`config.mk`:
```
export PLATFORM = sky130hd
export DESIGN_NAME = riscv_multicycle_ctrl_flat
export DESIGN_NICKNAME = d
export VERILOG_FILES = /design/src/rtl/riscv_multicycle_ctrl_if.sv /design/src/rtl/riscv_multicycle_ctrl.sv /design/src/flat_wrapper.sv
export SDC_FILE = /design/constraint.sdc
export NUM_CORES = 1
export LEC_CHECK = 0
export CORE_MARGIN = 5
export CORE_UTILIZATION = 36
export CTS_CLUSTER_DIAMETER = 100
export DETAILED_ROUTE_END_ITERATION = 10
export MAX_ROUTING_LAYER = met4
export PLACE_DENSITY = 0.76
export SLEW_MARGIN = 10
export SYNTH_ARGS = -nofsm -noshare
export SYNTH_HDL_FRONTEND = slang
export SYNTH_SLANG_ARGS = --single-unit
```
`constraint.sdc`:
```
create_clock -name clk_i -period 1.9 [get_ports clk_i]
set_clock_uncertainty 0.15 [all_clocks]
set_input_delay 0.38 -clock clk_i [delete_from_list [all_inputs] [get_ports clk_i]]
set_output_delay 0.38 -clock clk_i [all_outputs]
set_load 0.05 [all_outputs]
```
`src/rtl/riscv_multicycle_ctrl_if.sv`:
```
// Shared single-port memory request/ack bus between the multi-cycle controller
// and memory.
interface riscv_multicycle_ctrl_if;
  logic mem_req_o;
  logic mem_we_o;
  logic mem_addr_sel_o;
  logic mem_ack_i;

  modport master (output mem_req_o, output mem_we_o, output mem_addr_sel_o, input mem_ack_i);
  modport slave  (input mem_req_o, input mem_we_o, input mem_addr_sel_o, output mem_ack_i);
endinterface

```
`src/rtl/riscv_multicycle_ctrl.sv`:
```
// RV64 multi-cycle control FSM: fetch/decode/exec/mem/wb over a req/ack memory.
// Optional RISCV_CTRL_PERF_EN adds cycle and retired-instruction counters.
module riscv_multicycle_ctrl #(
  parameter int TIMEOUT_CYCLES = 255,
  parameter int TIMEOUT_W      = 8
) (
  input  logic        clk_i,
  input  logic        rst_i,
  input  logic [31:0] instr_i,
  input  logic        branch_taken_i,
  riscv_multicycle_ctrl_if.master bus,
  output logic        ir_load_o,
  output logic        mdr_load_o,
  output logic        pc_write_o,
  output logic        pc_src_o,
  output logic        alu_src_b_o,
  output logic [1:0]  alu_op_o,
  output logic        reg_write_o,
  output logic        mem_to_reg_o,
  output logic        illegal_o,
  output logic        bus_err_o,
  output logic [2:0]  state_o
`ifdef RISCV_CTRL_PERF_EN
  ,
  output logic [63:0] cycle_cnt_o,
  output logic [63:0] instret_o
`endif
);

  localparam logic [2:0] S_FETCH  = 3'd0;
  localparam logic [2:0] S_DECODE = 3'd1;
  localparam logic [2:0] S_EXEC   = 3'd2;
  localparam logic [2:0] S_MEM    = 3'd3;
  localparam logic [2:0] S_WB     = 3'd4;
  localparam logic [2:0] S_TRAP   = 3'd5;

  localparam logic [6:0] OP_R   = 7'b0110011;
  localparam logic [6:0] OP_I   = 7'b0010011;
  localparam logic [6:0] OP_LD  = 7'b0000011;
  localparam logic [6:0] OP_SD  = 7'b0100011;
  localparam logic [6:0] OP_BR  = 7'b1100011;

  localparam logic [TIMEOUT_W-1:0] WD_LAST =
    (TIMEOUT_CYCLES == 0) ? '0 : TIMEOUT_W'(TIMEOUT_CYCLES - 1);
  localparam bit WD_EN = (TIMEOUT_CYCLES != 0);

  logic [2:0]           state, nxt;
  logic [TIMEOUT_W-1:0] wd_cnt;
  logic                 illegal_q, bus_err_q;
  logic                 set_ill, set_berr, wd_run, retire;
  logic                 req, we, addr_sel;
  logic                 is_r, is_i, is_ld, is_sd, is_br, legal, ack, wd_hit;

  assign is_r   = (instr_i[6:0] == OP_R);
  assign is_i   = (instr_i[6:0] == OP_I);
  assign is_ld  = (instr_i[6:0] == OP_LD);
  assign is_sd  = (instr_i[6:0] == OP_SD);
  assign is_br  = (instr_i[6:0] == OP_BR);
  assign legal  = is_r | is_i | is_ld | is_sd | is_br;
  assign ack    = bus.mem_ack_i;
  // Fires on the last allowed wait cycle; an ack in the same cycle takes priority.
  assign wd_hit = WD_EN && (wd_cnt == WD_LAST);

  always_comb begin
    nxt          = state;
    req          = 1'b0;
    we           = 1'b0;
    addr_sel     = 1'b0;
    ir_load_o    = 1'b0;
    mdr_load_o   = 1'b0;
    pc_write_o   = 1'b0;
    pc_src_o     = 1'b0;
    alu_src_b_o  = 1'b0;
    alu_op_o     = 2'b00;
    reg_write_o  = 1'b0;
    mem_to_reg_o = 1'b0;
    set_ill      = 1'b0;
    set_berr     = 1'b0;
    wd_run       = 1'b0;
    retire       = 1'b0;
    case (state)
      S_FETCH: begin
        req = 1'b1;
        if (ack) begin
          ir_load_o  = 1'b1;
          pc_write_o = 1'b1;
          nxt        = S_DECODE;
        end else if (wd_hit) begin
          nxt      = S_TRAP;
          set_berr = 1'b1;
        end else begin
          wd_run = 1'b1;
        end
      end
      S_DECODE: begin
        if (legal) nxt = S_EXEC;
        else begin
          nxt     = S_TRAP;
          set_ill = 1'b1;
        end
      end
      S_EXEC: begin
        if (is_r) begin
          alu_op_o = 2'b10;
          nxt      = S_WB;
        end else if (is_i) begin
          alu_src_b_o = 1'b1;
          alu_op_o    = 2'b10;
          nxt         = S_WB;
        end else if (is_ld || is_sd) begin
          alu_src_b_o = 1'b1;
          nxt         = S_MEM;
        end else if (is_br) begin
          alu_op_o = 2'b01;
          if (branch_taken_i) begin
            pc_write_o = 1'b1;
            pc_src_o   = 1'b1;
          end
          nxt    = S_FETCH;
          retire = 1'b1;
        end else begin
          // IR changed under us after decode; treat as illegal rather than guess.
          nxt     = S_TRAP;
          set_ill = 1'b1;
        end
      end
      S_MEM: begin
        req      = 1'b1;
        addr_sel = 1'b1;
        we       = is_sd;
        if (ack) begin
          if (is_sd) begin
            nxt    = S_FETCH;
            retire = 1'b1;
          end else begin
            mdr_load_o = 1'b1;
            nxt        = S_WB;
          end
        end else if (wd_hit) begin
          nxt      = S_TRAP;
          set_berr = 1'b1;
        end else begin
          wd_run = 1'b1;
        end
      end
      S_WB: begin
        reg_write_o  = (instr_i[11:7] != 5'd0);
        mem_to_reg_o = is_ld;
        nxt          = S_FETCH;
        retire       = 1'b1;
      end
      S_TRAP: nxt = S_TRAP;
      default: begin
        nxt     = S_TRAP;
        set_ill = 1'b1;
      end
    endcase
    // Reset silences everything in the same cycle, including a pending request.
    if (rst_i) begin
      req          = 1'b0;
      we           = 1'b0;
      addr_sel     = 1'b0;
      ir_load_o    = 1'b0;
      mdr_load_o   = 1'b0;
      pc_write_o   = 1'b0;
      pc_src_o     = 1'b0;
      alu_src_b_o  = 1'b0;
      alu_op_o     = 2'b00;
      reg_write_o  = 1'b0;
      mem_to_reg_o = 1'b0;
      retire       = 1'b0;
    end
  end

  always_ff @(posedge clk_i) begin
    if (rst_i) begin
      state     <= S_FETCH;
      wd_cnt    <= '0;
      illegal_q <= 1'b0;
      bus_err_q <= 1'b0;
    end else begin
      state     <= nxt;
      wd_cnt    <= wd_run ? wd_cnt + 1'b1 : '0;
      illegal_q <= illegal_q | set_ill;
      bus_err_q <= bus_err_q | set_berr;
    end
  end

  assign bus.mem_req_o      = req;
  assign bus.mem_we_o       = we;
  assign bus.mem_addr_sel_o = addr_sel;
  assign illegal_o          = illegal_q & ~rst_i;
  assign bus_err_o          = bus_err_q & ~rst_i;
  assign state_o            = rst_i ? 3'd0 : state;

`ifdef RISCV_CTRL_PERF_EN
  logic [63:0] cycle_q, instret_q;

  always_ff @(posedge clk_i) begin
    if (rst_i) begin
      cycle_q   <= '0;
      instret_q <= '0;
    end else begin
      if (state != S_TRAP) cycle_q <= cycle_q + 64'd1;
      if (retire)          instret_q <= instret_q + 64'd1;
    end
  end

  assign cycle_cnt_o = rst_i ? 64'd0 : cycle_q;
  assign instret_o   = rst_i ? 64'd0 : instret_q;
`endif

endmodule
```
`src/flat_wrapper.sv`:
```
// flat-port wrapper written by rule: the top's interface ports become plain ports
module riscv_multicycle_ctrl_flat 
#(
  parameter int TIMEOUT_CYCLES = 255,
  parameter int TIMEOUT_W      = 8
)
  (clk_i, rst_i, instr_i, branch_taken_i, ir_load_o, mdr_load_o, pc_write_o, pc_src_o, alu_src_b_o, alu_op_o, reg_write_o, mem_to_reg_o, illegal_o, bus_err_o, state_o, bus_mem_req_o, bus_mem_we_o, bus_mem_addr_sel_o, bus_mem_ack_i);
  riscv_multicycle_ctrl_if bus_i ();
  input  logic clk_i;
  input  logic rst_i;
  input  logic [31:0] instr_i;
  input  logic branch_taken_i;
  output logic ir_load_o;
  output logic mdr_load_o;
  output logic pc_write_o;
  output logic pc_src_o;
  output logic alu_src_b_o;
  output logic [1:0] alu_op_o;
  output logic reg_write_o;
  output logic mem_to_reg_o;
  output logic illegal_o;
  output logic bus_err_o;
  output logic [2:0] state_o;
  output wire logic [$bits(bus_i.mem_req_o)-1:0] bus_mem_req_o;
  output wire logic [$bits(bus_i.mem_we_o)-1:0] bus_mem_we_o;
  output wire logic [$bits(bus_i.mem_addr_sel_o)-1:0] bus_mem_addr_sel_o;
  input wire logic [$bits(bus_i.mem_ack_i)-1:0] bus_mem_ack_i;
  assign bus_mem_req_o = bus_i.mem_req_o;
  assign bus_mem_we_o = bus_i.mem_we_o;
  assign bus_mem_addr_sel_o = bus_i.mem_addr_sel_o;
  assign bus_i.mem_ack_i = bus_mem_ack_i;
  riscv_multicycle_ctrl #(.TIMEOUT_CYCLES(TIMEOUT_CYCLES), .TIMEOUT_W(TIMEOUT_W)) u_core (.clk_i(clk_i), .rst_i(rst_i), .instr_i(instr_i), .branch_taken_i(branch_taken_i), .bus(bus_i), .ir_load_o(ir_load_o), .mdr_load_o(mdr_load_o), .pc_write_o(pc_write_o), .pc_src_o(pc_src_o), .alu_src_b_o(alu_src_b_o), .alu_op_o(alu_op_o), .reg_write_o(reg_write_o), .mem_to_reg_o(mem_to_reg_o), .illegal_o(illegal_o), .bus_err_o(bus_err_o), .state_o(state_o));
endmodule
```
==> run metrics <==
Seq pwr share 38.0%; largest net degree at the start of global routing 9; PwrDens between 400 and 500 nW/µm²; Crit Path Max Fanout 3; total design power around 780 µW; Iteration-0 DRC Markers 13; first-pass GRT wire length between 4 and 5 mm; initial core utilization 38.7%; count of buffers from port buffering 32; Netlist cell types between 40 and 50; Worst Hold Class flip-flop to flip-flop; post-route minimum period approximately 2100 ps; f_max about 0.47 GHz; cts bufs inserted 3; Sink Count 13; layout cells sized above 1 between 50% and 60%; vias per cell around 5.3; Logic pwr share between 40% and 50%; Setup TNS Final -1550 ps; Yosys warning count 0; Mean Syn Cell Area 8.47 µm²; DRC viols 0; Slew headroom 78.9%; Final setup viols 11; remaining antenna violation count 0; Sw Share between 30% and 40%; Static Leak roughly 0.75 nW; Most used DFF post-synth dfxtp_1; antenna cells 0; final core utilization around four fifths; max-cap viol count 0; hpwl dp between 2 and 2.5 mm; Pint just over 500 µW; CTS Buffer Depth 2; Post-synth EDFFs 0; Fin. Hold Viols 0; antenna violations before repair 0; Syn-to-layout area delta 109%; failing checks negative setup slack; core footprint approximately 2300 µm²; die area between 3000 and 4000 µm²; crit path DAT between 1500 and 2000 ps; mapped cell area slightly below 900 µm²; clock power share a little over a fifth; setup slack after placement -534 ps; #FFs+latches synth 13; row cnt 17; Worst-Margin Slew ~310 ps; CTS tree yes; P_sw ~270 µW; RD Place Congestion ~0.84; placed cell area 1620 µm²; Worst Setup Start Kind flip-flop; number of global-route vias before repair 1,081; final setup margin -243 ps; CP required ~1400 ps; post-route cell area approximately 1800 µm²; First-pass DRT Iterations 4; Total Nets Final just over 200; ys async rst share 0%; RSZ-0062 raised after global routing true; Crit Path Category flip-flop to output pin; die extent in x 59.2 µm; die extent in y a little under 60 µm; Slew Limit Fails 0; clock transition at the registers of the reported paths 80 ps; Root Driver clkbuf_4; Routed WL ~3.4 mm; post-synth top area cell dfxtp_1; H-tree depth 1; VDD IR max ~0.42 mV; Post-Synthesis Net Count 141; sequential cell area fraction in the yosys report about 30%; total congestion overflow 0; DR vias just over 1,000; worst-skew pair later-pin latency approximately 270 ps; outcome finished, violations left; Synth top area share between 20 and 30%; GRT Util Overall 19.0%; critical path capture point type output pin; synth top area cells dfxtp_1, nor2_2, nor3_1; Avg WL per Cell approximately 18 µm; Ports 53; Mapped Cells 103; ratio of final minimum period to clock period 113%
## per-layer routing
metal  track usage [%]  routed length (µm)  part of all wire [%]  up-vias
met5                 -                   0                     0        -
met4              8.41                 129                   3.8        0
met1              18.0                1130                    33      491
li1                  -                   -                     -      486
met2              37.1                1990                    58       43
met3              2.40                 168                   4.9       12
## worst max-delay path: stages, from the launching register on
cell and delay, ps:
dfxtp_2 350, nor4b_4 350, nand2b_4 100, nor3_4 210, and2_4 200, buf_12 130
## cells by family after synthesis
| kind of cell | after synthesis | share of synthesized area (%) |
|---|---|---|
| multiplexers | 1 | 1.29 |
| AND/OR/NAND/NOR | 57 | 43.2 |
| flip-flops | 13 | 29.8 |
| buffers and inverters | 9 | 5.45 |
| adder cells (fa/ha/maj) | 2 | 2.87 |
| AO/OA/AOI/OAI | 15 | 11.3 |
| XOR/XNOR | 6 | 6.03 |
## repair_timing
action                                  CTS  global route
endpoints found under the setup margin   17            14
pin swaps                                 9            10
gates cloned                              0             0
resized for setup                        39             8
hold buffers                              0             0
buffers inserted                          9             4
## flip-flops by register name, indices dropped and copies added (netlist names)
signal and cells:
u_core.bus_err_q 1, u_core.illegal_q 1, u_core.wd_cnt 8, u_core.state 3
## power groups by stage
stage                     combinational [mW]  clock, mW  sequential (mW)
final                                  0.314      0.171            0.297
after global routing                   0.332      0.192            0.299
after CTS                              0.296      0.175            0.296
after detailed placement               0.280          0            0.301
after global placement                 0.271          0            0.300
after floorplan                        0.144          0            0.299
## Yosys cell counts (2+ instances only)
| cell type | n |
|---|---|
| dfxtp_1 | 13 |
| nor2_1 | 7 |
| nor2_2 | 7 |
| nor3_1 | 7 |
| nand2_1 | 5 |
| nand2b_1 | 5 |
| inv_1 | 4 |
| a21oi_1 | 3 |
| nand3_1 | 3 |
| nor2b_1 | 3 |
| o21ai_0 | 3 |
| xnor2_1 | 3 |
| xor2_1 | 3 |
| a21o_1 | 2 |
| and2_1 | 2 |
| and4_1 | 2 |
| buf_2 | 2 |
| ha_1 | 2 |
| nor3_2 | 2 |
| o22ai_1 | 2 |
| or3_1 | 2 |
## worst paths after layout
path              cells after the start  slack (ps)          endpoint        startpoint
setup / recovery                      5        -240          pc_src_o   u_core.state[0]
hold / removal                        1         320  u_core.wd_cnt[0]  u_core.wd_cnt[0]
setup reg to reg                      8         100  u_core.wd_cnt[3]   u_core.state[1]
hold reg to reg                       1         320  u_core.wd_cnt[0]  u_core.wd_cnt[0]
## cells in the final DEF, fill, tap and decap left out, types with 2 or more instances in the layout
master,instances
dfxtp_1,10
nor4b_4,2
nor2_2,7
nor3_2,2
a21oi_1,2
nand2b_1,2
inv_1,3
buf_6,9
clkdlybuf4s50_1,7
and4_1,2
buf_4,24
and2_4,2
nor2_1,5
dlygate4sd2_1,3
xor2_1,3
dfxtp_2,2
buf_2,3
nand2_1,5
nor2_4,3
o22ai_1,2
nor3_1,4
nor3_4,3
nand3_1,2
clkbuf_4,3
buf_12,17
nand2b_4,3
nor2b_1,3
xnor2_1,3
ha_1,2
o21ai_0,3
## cell type report
cell class              count  area, µm²
clock buffers               4       26.3
repair buffers             63        733
inverters                   5       21.3
multi-input cells          81        741
fillers                   131        432
well taps                  28       35.0
flip-flops and latches     13        267
## stage by stage
step                std cells  hold slack [ps]
floorplan                 103              289
global placement          177              300
detailed placement        177              306
CTS                       190              324
global route              194              369
finish                    194              323
No activity file was read; power rests on OpenSTA's default activity.
==> RTL change (same flow settings) <==
`TIMEOUT_W` is set to 8 in 2 places; all go to 9.
--- a/src/rtl/riscv_multicycle_ctrl.sv
+++ b/src/rtl/riscv_multicycle_ctrl.sv
@@ -3,5 +3,5 @@
 module riscv_multicycle_ctrl #(
   parameter int TIMEOUT_CYCLES = 255,
-  parameter int TIMEOUT_W      = 8
+  parameter int TIMEOUT_W      = 9
 ) (
   input  logic        clk_i,
--- a/src/flat_wrapper.sv
+++ b/src/flat_wrapper.sv
@@ -3,5 +3,5 @@
 #(
   parameter int TIMEOUT_CYCLES = 255,
-  parameter int TIMEOUT_W      = 8
+  parameter int TIMEOUT_W      = 9
 )
   (clk_i, rst_i, instr_i, branch_taken_i, ir_load_o, mdr_load_o, pc_write_o, pc_src_o, alu_src_b_o, alu_op_o, reg_write_o, mem_to_reg_o, illegal_o, bus_err_o, state_o, bus_mem_req_o, bus_mem_we_o, bus_mem_addr_sel_o, bus_mem_ack_i);
Function: same outputs for any inputs over 10 cycles, from zero or initial values and one cycle with rst_i high; that may be too few to reach the edited logic, so the function may still have changed.
==> RTL change against the unedited design <==
- the flow still finishes with violations (setup timing)
- design area decreased by 1.2%
- first-iteration DRC count increased by 92%
- routed wire length decreased by 16%
- combinational power decreased by 20%
- synthesized cell count increased by 13%
- clock power decreased by 8%
- total power decreased by 8.0%
- worst setup slack improved by 0.10 ns
- synthesized area increased by 6.0%
- sequential cell count increased by 1
- die area increased by 5.0%
- largest power group is now registers
==> RTL change: results (changes against the unedited design) <==
| Metric | Value |
|---|---|
| Count of different cell masters after synthesis | `47 (+12%)` |
| Buffers outside the clock class | `62 (-1.6%)` |
| First-pass GRT wire length | `4.443 mm (-11%)` |
| Nets | `216 (+5.4%)` |
| Met3 capacity usage during global routing | `1.915% (-0.48 points)` |
| Biggest regs | `u_core.wd_cnt x9, u_core.state x3` |
| Hold_ws | `0.3008 ns (-0.02229 ns)` |
| Synth cell count leaders | `nor2_1, dfxtp_1, nand2_1` |
| WL met2 | `1.574 mm (-21%)` |
| HPWL Detailed | `2.299 mm (-3.6%)` |
| Endpoint, Worst Hold | `u_core.state[0]$_SDFF_PP0_` |
| Hold Path Depth | `3 (+2)` |
| Min-delay worst type | `in -> reg` |
| Slew HR | `81.88% (+3.0 points)` |
| Hold Crit Start | `rst_i` |
| Detailed Route Iter0 Violations | `25 (+12)` |
| ClkCell Share | `1.251% (-0.19 points)` |
| Signal buf overhead | `40.51% (+0.29 points)` |
| Worst IR Drop VDD | `512.0 uV (+22%)` |
| Area fraction in compound gates after synthesis | `14.07% (+2.7 points)` |
| Fraction of area in registers | `15.84% (+1.2 points)` |
| Layout cell share with drive strength beyond 1 | `48.30% (-7.7 points)` |
| Post-synthesis mux area share | `1.083% (-0.21 points)` |
| Leak | `0.7123 nW (-4.7%)` |
| #MultiIn Comb | `93 (+15%)` |
| Largest net degree at the start of global routing | `13 (+4)` |
| Placed Cells incl. Taps | `200 (+13%)` |
| Total GRT Usage | `16.52% (-2.5 points)` |
| M2 GR Usage | `31.91% (-5.2 points)` |
| CP arrival | `1.51 ns (-0.10 ns)` |
| Placement Cell Area | `1675 sq um (+3.2%)` |
| Wire length per cell | `13.94 microns (-21%)` |
| Met1 Usage GRT | `16.43% (-1.6 points)` |
| Final setup fails | `10 (-1)` |
| R2r setup slk | `0.33 ns (+0.23 ns)` |
| Synth Area per Inst | `7.971 sq um (-5.9%)` |
| Met3 WL | `193 microns (+15%)` |
| Gpl congestion | `0.8626 (+2.7%)` |
| CP Capture Point | `pc_write_o` |
| Status | `finished, violations left` |
| Crit path launch | `instr_i[2]` |
| Core ar. | `2477 sq um (+9.9%)` |
| Multi-input logic area | `710.7 sq um (-4.1%)` |
| Failing checks | `setup timing` |
| Post-Synth Adder-Cell Area | `2.706% (-0.16 points)` |
| CP max-delay cell | `and4bb_4` |
| Non-clock inverter count | `4 (-1)` |
| Final worst slack | `-0.1404 ns (+0.1031 ns)` |
| Via-to-Cell Ratio | `5.150 (-3.2%)` |
| Reg2Reg Capture Point | `u_core.state[2]$_SDFF_PP0_` |
| Register area share after synthesis | `30.31% (+0.47 points)` |
| Setup Total Neg Slack | `-0.7324 ns (+0.8147 ns)` |
[RTL change: changes by cell type after synthesis, sizes merged, moves of 3 or more]
cell,change
xnor2,+3
and3,+5
nor2,+9
nand2,+3
nor3,-5
[RTL change: power by group]
| group | total (mW) | leakage (nW) | switching (mW) | internal (mW) |
|---|---|---|---|---|
| Clock | 0.157 | 0.0138 | 0.0840 | 0.0735 |
| Sequential | 0.311 | 0.115 | 0.00968 | 0.301 |
| Combinational | 0.250 | 0.584 | 0.122 | 0.128 |
| Total | 0.719 | 0.712 | 0.216 | 0.503 |
[RTL change: what timing repair did]
action / CTS / global route
resized for setup: 32 / 17
pin swaps: 7 / 6
endpoints found under the setup margin: 17 / 12
hold buffers: 0 / 0
buffers inserted: 2 / 2
[RTL change: metrics by stage]
step | utilization [%] | worst slack (ns)
global placement | 67.63 | -0.4373
global route | 72.68 | -0.2000
floorplan | - | -0.3572
detailed placement | 67.63 | -0.5188
finish | 72.68 | -0.1404
CTS | 70.30 | -0.1591
